<file path="src/rtl/uart_arb_pkg.sv">
// Shared types and helpers for the UART transmit arbiter.
//   arb_state_t : arbiter FSM state (idle / packet granted)
//   id_width()  : requester index width, never narrower than one bit
package uart_arb_pkg;

   typedef enum logic {ARB_IDLE, ARB_GRANT} arb_state_t;

   function automatic int unsigned id_width(input int unsigned n);
      return (n <= 1) ? 1 : $clog2(n);
   endfunction

endpackage

</file>
<file path="src/rtl/rr_pick.sv">
// Rotating priority encoder: returns the first set request bit scanning
// ptr_i, ptr_i+1, ... with wrap at N.
//   req_i   : request vector
//   ptr_i   : highest-priority index this cycle (must be < N)
//   found_o : any request set
//   idx_o   : winning index (0 when nothing is set)
module rr_pick #(
   parameter int unsigned N   = 4,
   parameter int unsigned IDW = 2
) (
   input  logic [N-1:0]   req_i,
   input  logic [IDW-1:0] ptr_i,
   output logic           found_o,
   output logic [IDW-1:0] idx_o
);

   logic [IDW:0] cand;

   assign found_o = |req_i;

   // Walk offsets from farthest to nearest so the offset closest to ptr_i wins last.
   always_comb begin
      idx_o = '0;
      cand  = '0;
      for (int k = int'(N) - 1; k >= 0; k--) begin
         cand = {1'b0, ptr_i} + (IDW+1)'(k);
         if (cand >= (IDW+1)'(N)) begin
            cand = cand - (IDW+1)'(N);
         end
         if (req_i[cand[IDW-1:0]]) begin
            idx_o = cand[IDW-1:0];
         end
      end
   end

endmodule

</file>
<file path="src/rtl/uart_tx_arbiter.sv">
// Round-robin, packet-locked arbiter sharing one uart_tx byte port among
// NUM_REQ requesters. The owner keeps the UART until a byte tagged last is
// accepted. Optional owner-idle timeout is compiled in with the macro
// UART_ARB_TIMEOUT_EN (default build: no timeout, timeout_evt tied 0).
// Ports:
//   clk, rst       : clock, synchronous active-low reset
//   req_valid/data/last, req_ready : per-requester byte handshake
//   tx_data_valid, tx_data, tx_ready : byte port towards uart_tx
//   grant_valid, grant_id : current owner (registered)
//   timeout_evt    : one-cycle pulse on forced release
module uart_tx_arbiter
   import uart_arb_pkg::*;
#(
   parameter  int unsigned NUM_REQ        = 4,
   parameter  int unsigned DATA_W         = 8,
   parameter  int unsigned TIMEOUT_CYCLES = 1024,
   localparam int unsigned IDW            = id_width(NUM_REQ)
) (
   input  logic                      clk,
   input  logic                      rst,
   input  logic [NUM_REQ-1:0]        req_valid,
   input  logic [NUM_REQ*DATA_W-1:0] req_data,
   input  logic [NUM_REQ-1:0]        req_last,
   output logic [NUM_REQ-1:0]        req_ready,
   output logic                      tx_data_valid,
   output logic [DATA_W-1:0]         tx_data,
   input  logic                      tx_ready,
   output logic                      grant_valid,
   output logic [IDW-1:0]            grant_id,
   output logic                      timeout_evt
);

   arb_state_t     state_q;
   logic [IDW-1:0] rr_ptr_q;
   logic [IDW-1:0] grant_id_q;
   logic           grant_valid_q;

   logic           pick_found;
   logic [IDW-1:0] pick_idx;
   logic           owner_on;
   logic           owner_valid;
   logic           accept;
   logic           last_acc;
   logic [IDW-1:0] ptr_adv;

   rr_pick #(
      .N   (NUM_REQ),
      .IDW (IDW)
   ) u_rr_pick (
      .req_i   (req_valid),
      .ptr_i   (rr_ptr_q),
      .found_o (pick_found),
      .idx_o   (pick_idx)
   );

   // Byte path is only open in GRANT and never while reset is asserted.
   assign owner_on      = rst && (state_q == ARB_GRANT);
   assign owner_valid   = req_valid[grant_id_q];
   assign tx_data_valid = owner_on && owner_valid;
   assign tx_data       = req_data[grant_id_q*DATA_W +: DATA_W];
   assign accept        = tx_data_valid && tx_ready;
   assign last_acc      = accept && req_last[grant_id_q];
   assign ptr_adv       = (grant_id_q == IDW'(NUM_REQ - 1)) ? '0 : grant_id_q + IDW'(1);

   always_comb begin
      req_ready = '0;
      if (owner_on) begin
         req_ready[grant_id_q] = tx_ready;
      end
   end

   assign grant_valid = grant_valid_q;
   assign grant_id    = grant_id_q;

`ifdef UART_ARB_TIMEOUT_EN
   localparam int unsigned CntW = $clog2(TIMEOUT_CYCLES + 1);

   logic [CntW-1:0] idle_cnt_q;
   logic            timeout_evt_q;
   logic            stall_expire;

   assign stall_expire = owner_on && !owner_valid &&
                         (idle_cnt_q == CntW'(TIMEOUT_CYCLES - 1));
   assign timeout_evt  = timeout_evt_q;
`else
   logic unused_timeout_cfg;
   assign unused_timeout_cfg = (TIMEOUT_CYCLES == 0);
   assign timeout_evt        = 1'b0;
`endif

   always_ff @(posedge clk) begin
      if (!rst) begin
         state_q       <= ARB_IDLE;
         rr_ptr_q      <= '0;
         grant_id_q    <= '0;
         grant_valid_q <= 1'b0;
`ifdef UART_ARB_TIMEOUT_EN
         idle_cnt_q    <= '0;
         timeout_evt_q <= 1'b0;
`endif
      end else begin
`ifdef UART_ARB_TIMEOUT_EN
         timeout_evt_q <= 1'b0;
`endif
         case (state_q)
            ARB_IDLE: begin
               if (pick_found) begin
                  state_q       <= ARB_GRANT;
                  grant_valid_q <= 1'b1;
                  grant_id_q    <= pick_idx;
`ifdef UART_ARB_TIMEOUT_EN
                  idle_cnt_q    <= '0;
`endif
               end
            end
            ARB_GRANT: begin
               if (last_acc) begin
                  state_q       <= ARB_IDLE;
                  grant_valid_q <= 1'b0;
                  rr_ptr_q      <= ptr_adv;
               end
`ifdef UART_ARB_TIMEOUT_EN
               else if (stall_expire) begin
                  state_q       <= ARB_IDLE;
                  grant_valid_q <= 1'b0;
                  rr_ptr_q      <= ptr_adv;
                  timeout_evt_q <= 1'b1;
               end
               // Counts only cycles where the owner has nothing to offer.
               if (accept) begin
                  idle_cnt_q <= '0;
               end else if (!owner_valid) begin
                  idle_cnt_q <= idle_cnt_q + CntW'(1);
               end
`endif
            end
            default: state_q <= ARB_IDLE;
         endcase
      end
   end

endmodule

</file>
<file path="config.mk">
export PLATFORM = sky130hd
export DESIGN_NAME = uart_tx_arbiter
export DESIGN_NICKNAME = d
export VERILOG_FILES = /design/src/rtl/uart_arb_pkg.sv /design/src/rtl/rr_pick.sv /design/src/rtl/uart_tx_arbiter.sv
export SDC_FILE = /design/constraint.sdc
export NUM_CORES = 1
export LEC_CHECK = 0
export ABC_AREA = 1
export CAP_MARGIN = 20
export CORE_ASPECT_RATIO = 1.1
export CORE_MARGIN = 4
export CORE_UTILIZATION = 31
export CTS_CLUSTER_SIZE = 25
export DETAILED_ROUTE_END_ITERATION = 10
export PLACE_DENSITY = 0.79
export SLEW_MARGIN = 20
export SYNTH_ARGS = -nofsm -noshare
export SYNTH_HDL_FRONTEND = slang
export SYNTH_SLANG_ARGS = --single-unit
</file>
<file path="constraint.sdc">
create_clock -name clk -period 1.36 [get_ports clk]
set_input_delay 0.272 -clock clk [delete_from_list [all_inputs] [get_ports clk]]
set_output_delay 0.272 -clock clk [all_outputs]
set_load 0.005 [all_outputs]
</file>
-- Word level (Yosys, flattened, before mapping)
Index checks and enable logic that the tools add are counted.
- flip-flop bits (word level): 6
- output and inout bits: 17
- word-level logic and storage cells: 67
- add/subtract/negate cells: 8
- $lt $le $gt $ge: 10
- equality and inequality tests: 3
- shifts and indexed selects: 1
- mux-type cells: 30
- bitwise gates (word level): 2
- reductions and logical operators: 9
- operators by type and width (cell ; count):
    $shiftx A32 B6 Y8 ; 1
    $mux W2 ; 9
    $lt A2 B3 Y1 const B ; 5
    $bmux W1 S2 ; 6
    $mux W1 ; 11
    $ge A3 B3 Y1 const B ; 3
    $sub A2 B1 Y2 const B ; 4
    $add A2 B2 Y3 const B ; 2
    $reduce_and A2 Y1 ; 3
    $logic_and A1 B1 Y1 ; 5
    $and A4 B4 Y4 ; 1
    $mux W4 ; 1
    $pmux W1 S2 ; 2
    $reduce_or A4 Y1 ; 1
    $add A2 B1 Y3 const B ; 1
    $ge A2 B3 Y1 const B ; 1
    $add A2 B1 Y2 const B ; 1
    $demux W1 S2 ; 1
    $eq A2 B2 Y1 const B ; 1
    $ge A2 B1 Y1 const B ; 1
    $ne A2 B1 Y1 const B ; 1
    $ne A2 B2 Y1 const B ; 1
    $not A1 Y1 ; 1

-- Depth between registers and ports, before layout
- depth after elaboration: 9
- gate-level depth with buffers: 10

-- By module
From an unflattened synthesis, not the netlist that was laid out.
- cell total of the unflattened synthesis: 164
- area, all modules: 879.6 µm²
- by module, submodules not included (module ; times used ; cells an instance ; area an instance (µm²)):
    uart_tx_arbiter ; 1 ; 118 ; 690.7
    rr_pick ; 1 ; 46 ; 188.9

-- Worst setup path after synthesis
OpenSTA, ideal clock, no wires.
- path kind: register to output
- start: reg grant_id_q[0] (netlist: grant_id[0])
- end: out req_ready[2]
- data arrival time: 1.096 ns
- setup slack: -0.008 ns
- cell stages (with the launch flop): 7
- cell sequence: dfxtp_1 > inv_2 > buf_6 > buf_2 > ha_1 > nand2_1 > nor2_1
- longest elaborated chain between the ends: 6
- elaborated cells between the ends (all ways): 7
- those cells by class: 2 x order compare; 3 x mux; 1 x bitwise; 1 x reduce/logical
- RTL lines (item ; line ; source):
    start: declaration ; uart_tx_arbiter.sv:35 ; logic [IDW-1:0] grant_id_q;
    start signal: assignment ; uart_tx_arbiter.sv:110 ; grant_id_q <= pick_idx;
    $lt A2 B3 Y1 (implied by the code) / $ge A2 B1 Y1 (equally long branches) ; uart_tx_arbiter.sv:68 ; req_ready[grant_id_q] = tx_ready;
    $logic_and A1 B1 Y1 (implied by the code) ; uart_tx_arbiter.sv:68 ;
    $mux W1 (implied by the code) ; uart_tx_arbiter.sv:68 ;
    $demux W1 S2 * ; uart_tx_arbiter.sv:68 ;
    $and A4 B4 Y4 (no source line) * ; - ;
    $mux W4 * ; uart_tx_arbiter.sv:67 ; if (owner_on) begin
    end: declaration ; uart_tx_arbiter.sv:24 ; output logic [NUM_REQ-1:0] req_ready,
Mark *: on every way between the ends. The rest lies on a longest branch, timed or not.

-- Final worst setup path
- start: reg grant_id_q[0] (netlist: grant_id[0])
- end: out req_ready[3]
Same word-level chain as after synthesis.

==> results.toml <==
[sta]
rsz0062_at_grt = "true"
final-hold-violation-count = 0
setup_ws_ns = -0.230
setup_viol = 17
max_freq_mhz = 629
finClkSkew_ns = 0.00137
min_period_ns = 1.59
slew_violations = 0
fin_crit_sh = 1.17

[worst_setup_path]
crit_chain = "buf_6 -> ha_2 -> nand2_1 -> nor2_1 -> buf_2"
cp.arrival_ns = 1.32
crit_path_max_incr_delay_ns = 0.42
slowest_stage = "dfxtp_4"
worstSetupStartpointType = "register"
crit_fanout = 7
cp-end-kind = "output port"
critical_path_required_ns = 1.09
setup.worst_path.class = "register to output port"

[layout]
utilization = 0.727
fillers = 187
final_cell_area_um2 = 1830
nets = 286
seqCellArea_um2 = 133
multiInputGateArea_um2 = 736
drive_above_1_share = 0.439
n_antenna_cell = 0
area_delta_synth_final_pct = 123

[floorplanning]
core.rowCount = 19
fp.dieW_um = 57.1
fp.dieH_um = 62.0
die_area_um2 = 3540
core-area_um2 = 2520
io_pins = 60
start_util = 0.326

[outcome]
status = "finished with violations"
violations = "negative setup slack"

[power_and_ir_drop]
power_leakage_nw = 0.887
vdd_ir_drop_max_mv = 0.576
pwr_density_cell_nw_per_um2 = 752

[drt]
drc = 0
ant_nets = 0
totalWireLength_mm = 3.76
avgViaCountPerCell = 4.99
drt-wirelength-per-cell_um = 14.0
dr.first_iter.drc_count = 65
vias = 1338
drt_first_pass_iters = 4

[cts]
htreeDepth = 1
cts_root_buf = "clkbuf_4"
clock_latency_ns = 0.25
cts_tree = "yes"
cts.sinks = 6
path_clk_slew_ns = 0.05
cts_buffers = 3
clk_path_buf_depth = 2
cts_hold_buf = 0

[placed_design]
routabilityCongestion = 0.836
portBuffers = 58
hpwl_mm = 2.44
dpl_cell_area_um2 = 1570

[synthesis]
yosys_warnings = 0
synth_area_leader_cell = "nand2_1"
synthCells = 149
yosysTopAreaCellShare = 0.151
synth.avg_cell_area_um2 = 5.52
synth.distinct_cells = 22
synth-seq-area-share = 0.146
syn-cell-area_um2 = 822
ys_seq_elements = 6
synth_area_leaders = "nand2_1 (15%), nor2_1 (15%), dfxtp_1 (15%)"
synth_nets = 196

[global_routing]
grt_pass1_wl_mm = 5.44
grt_pass1_vias = 1212
antenna_found_initial = 0
grt_max_degree = 11
grt_use_total = 0.196
overflow = 0

[flow_run]
cap_violations = 0

[hold_path]
hold_path_class = "register to register"
-- cells in the final DEF (no fill, tap or decap), drive strengths merged --
| master | n |
|---|---|
| nand2 | 33 |
| ha | 4 |
| o22ai | 8 |
| dfxtp | 6 |
| conb | 1 |
| o21ai | 25 |
| clkbuf | 4 |
| nand3 | 8 |
| a31oi | 1 |
| dlymetal6s2s | 3 |
| clkdlybuf4s50 | 37 |
| dlygate4sd2 | 5 |
| nor2 | 35 |
| a21oi | 6 |
| inv | 14 |
| buf | 47 |
-- cells by family (layout without fill, tap and decap cells) --
kind of cell	count (synthesis)	after routing	synth area share
AND/OR/NAND/NOR	76	76	0.377
AO/OA/AOI/OAI	40	40	0.271
buffers and inverters	22	110	0.140
flip-flops	6	6	0.146
adder cells (fa/ha/maj)	4	4	0.0609
other	1	1	0.00456
-- state kept, by name, summed over array words and instances (netlist names) --
signal and flops:
grant_id 2, rr_ptr_q 2, grant_valid 1, state_q 1
-- layout make-up --
class | instances | share of cell area
flip-flops and latches | 6 | 0.0724
well taps | 31 | 0.0212
multi-input cells | 121 | 0.401
repair buffers | 93 | 0.459
clock buffers | 3 | 0.0123
inverters | 14 | 0.0341
-- cell usage after synthesis (all sizes together) --
master	count
ha	4
a31oi	1
nor2	35
buf	8
a21oi	6
inv	14
dfxtp	6
nand3	8
o21ai	25
conb	1
o22ai	8
nand2	33
-- path summary, 6_finish.rpt --
kind                    start           end  slack [ns]  depth (start not counted)
hold / removal    grant_valid   grant_valid        0.46                          2
setup / recovery  grant_id[0]  req_ready[3]       -0.23                          5
hold reg to reg   grant_valid   grant_valid        0.46                          2
setup reg to reg  grant_id[0]   rr_ptr_q[0]       -0.14                          9
-- where the power goes --
part / internal (W) / leakage, nW / switching, W
Clock: 0.000101 / 0.0138 / 0.0000753
Combinational: 0.000529 / 0.821 / 0.000435
Sequential: 0.000200 / 0.0521 / 0.0000377
Total: 0.000830 / 0.887 / 0.000548
-- critical path, delay by kind of cell (launching register included) --
family                     cells  cell delay, ns
adders and majority gates      1            0.20
buffers and inverters          2            0.28
DFF                            1            0.42
and+or+nand+nor                2            0.15
-- per-layer routing --
metal  global-route usage  vias up  routed length, µm
met5                    0        -                  0
met4               0.0497        0                 66
met3               0.0393        8                209
met2                0.378       54               2070
met1                0.223      608               1410
li1                     -      668                  -
-- timing repair --
action / in CTS / in global routing
buffers inserted: 8 / 3
gates cloned: 1 / 1
gates resized for setup: 99 / 35
pin swaps: 7 / 11
endpoints found under the setup margin: 20 / 20
hold endpoints to repair: 0 / 0
-- per-stage QoR --
step | total power [W] | hold WS, ns | setup slack [ns] | std cells | TNS (ns)
2_1_floorplan | 0.000564 | 0.392 | 0.0724 | 149 | 0
3_3_place_gp | 0.000993 | 0.463 | -0.577 | 253 | -6.77
3_5_place_dp | 0.00100 | 0.466 | -0.599 | 253 | -7.03
4_1_cts | 0.00125 | 0.467 | -0.174 | 265 | -1.45
5_1_grt | 0.00149 | 0.485 | -0.310 | 268 | -3.45
6_report | 0.00138 | 0.458 | -0.230 | 268 | -2.26
(Power assumes the default switching activity.)
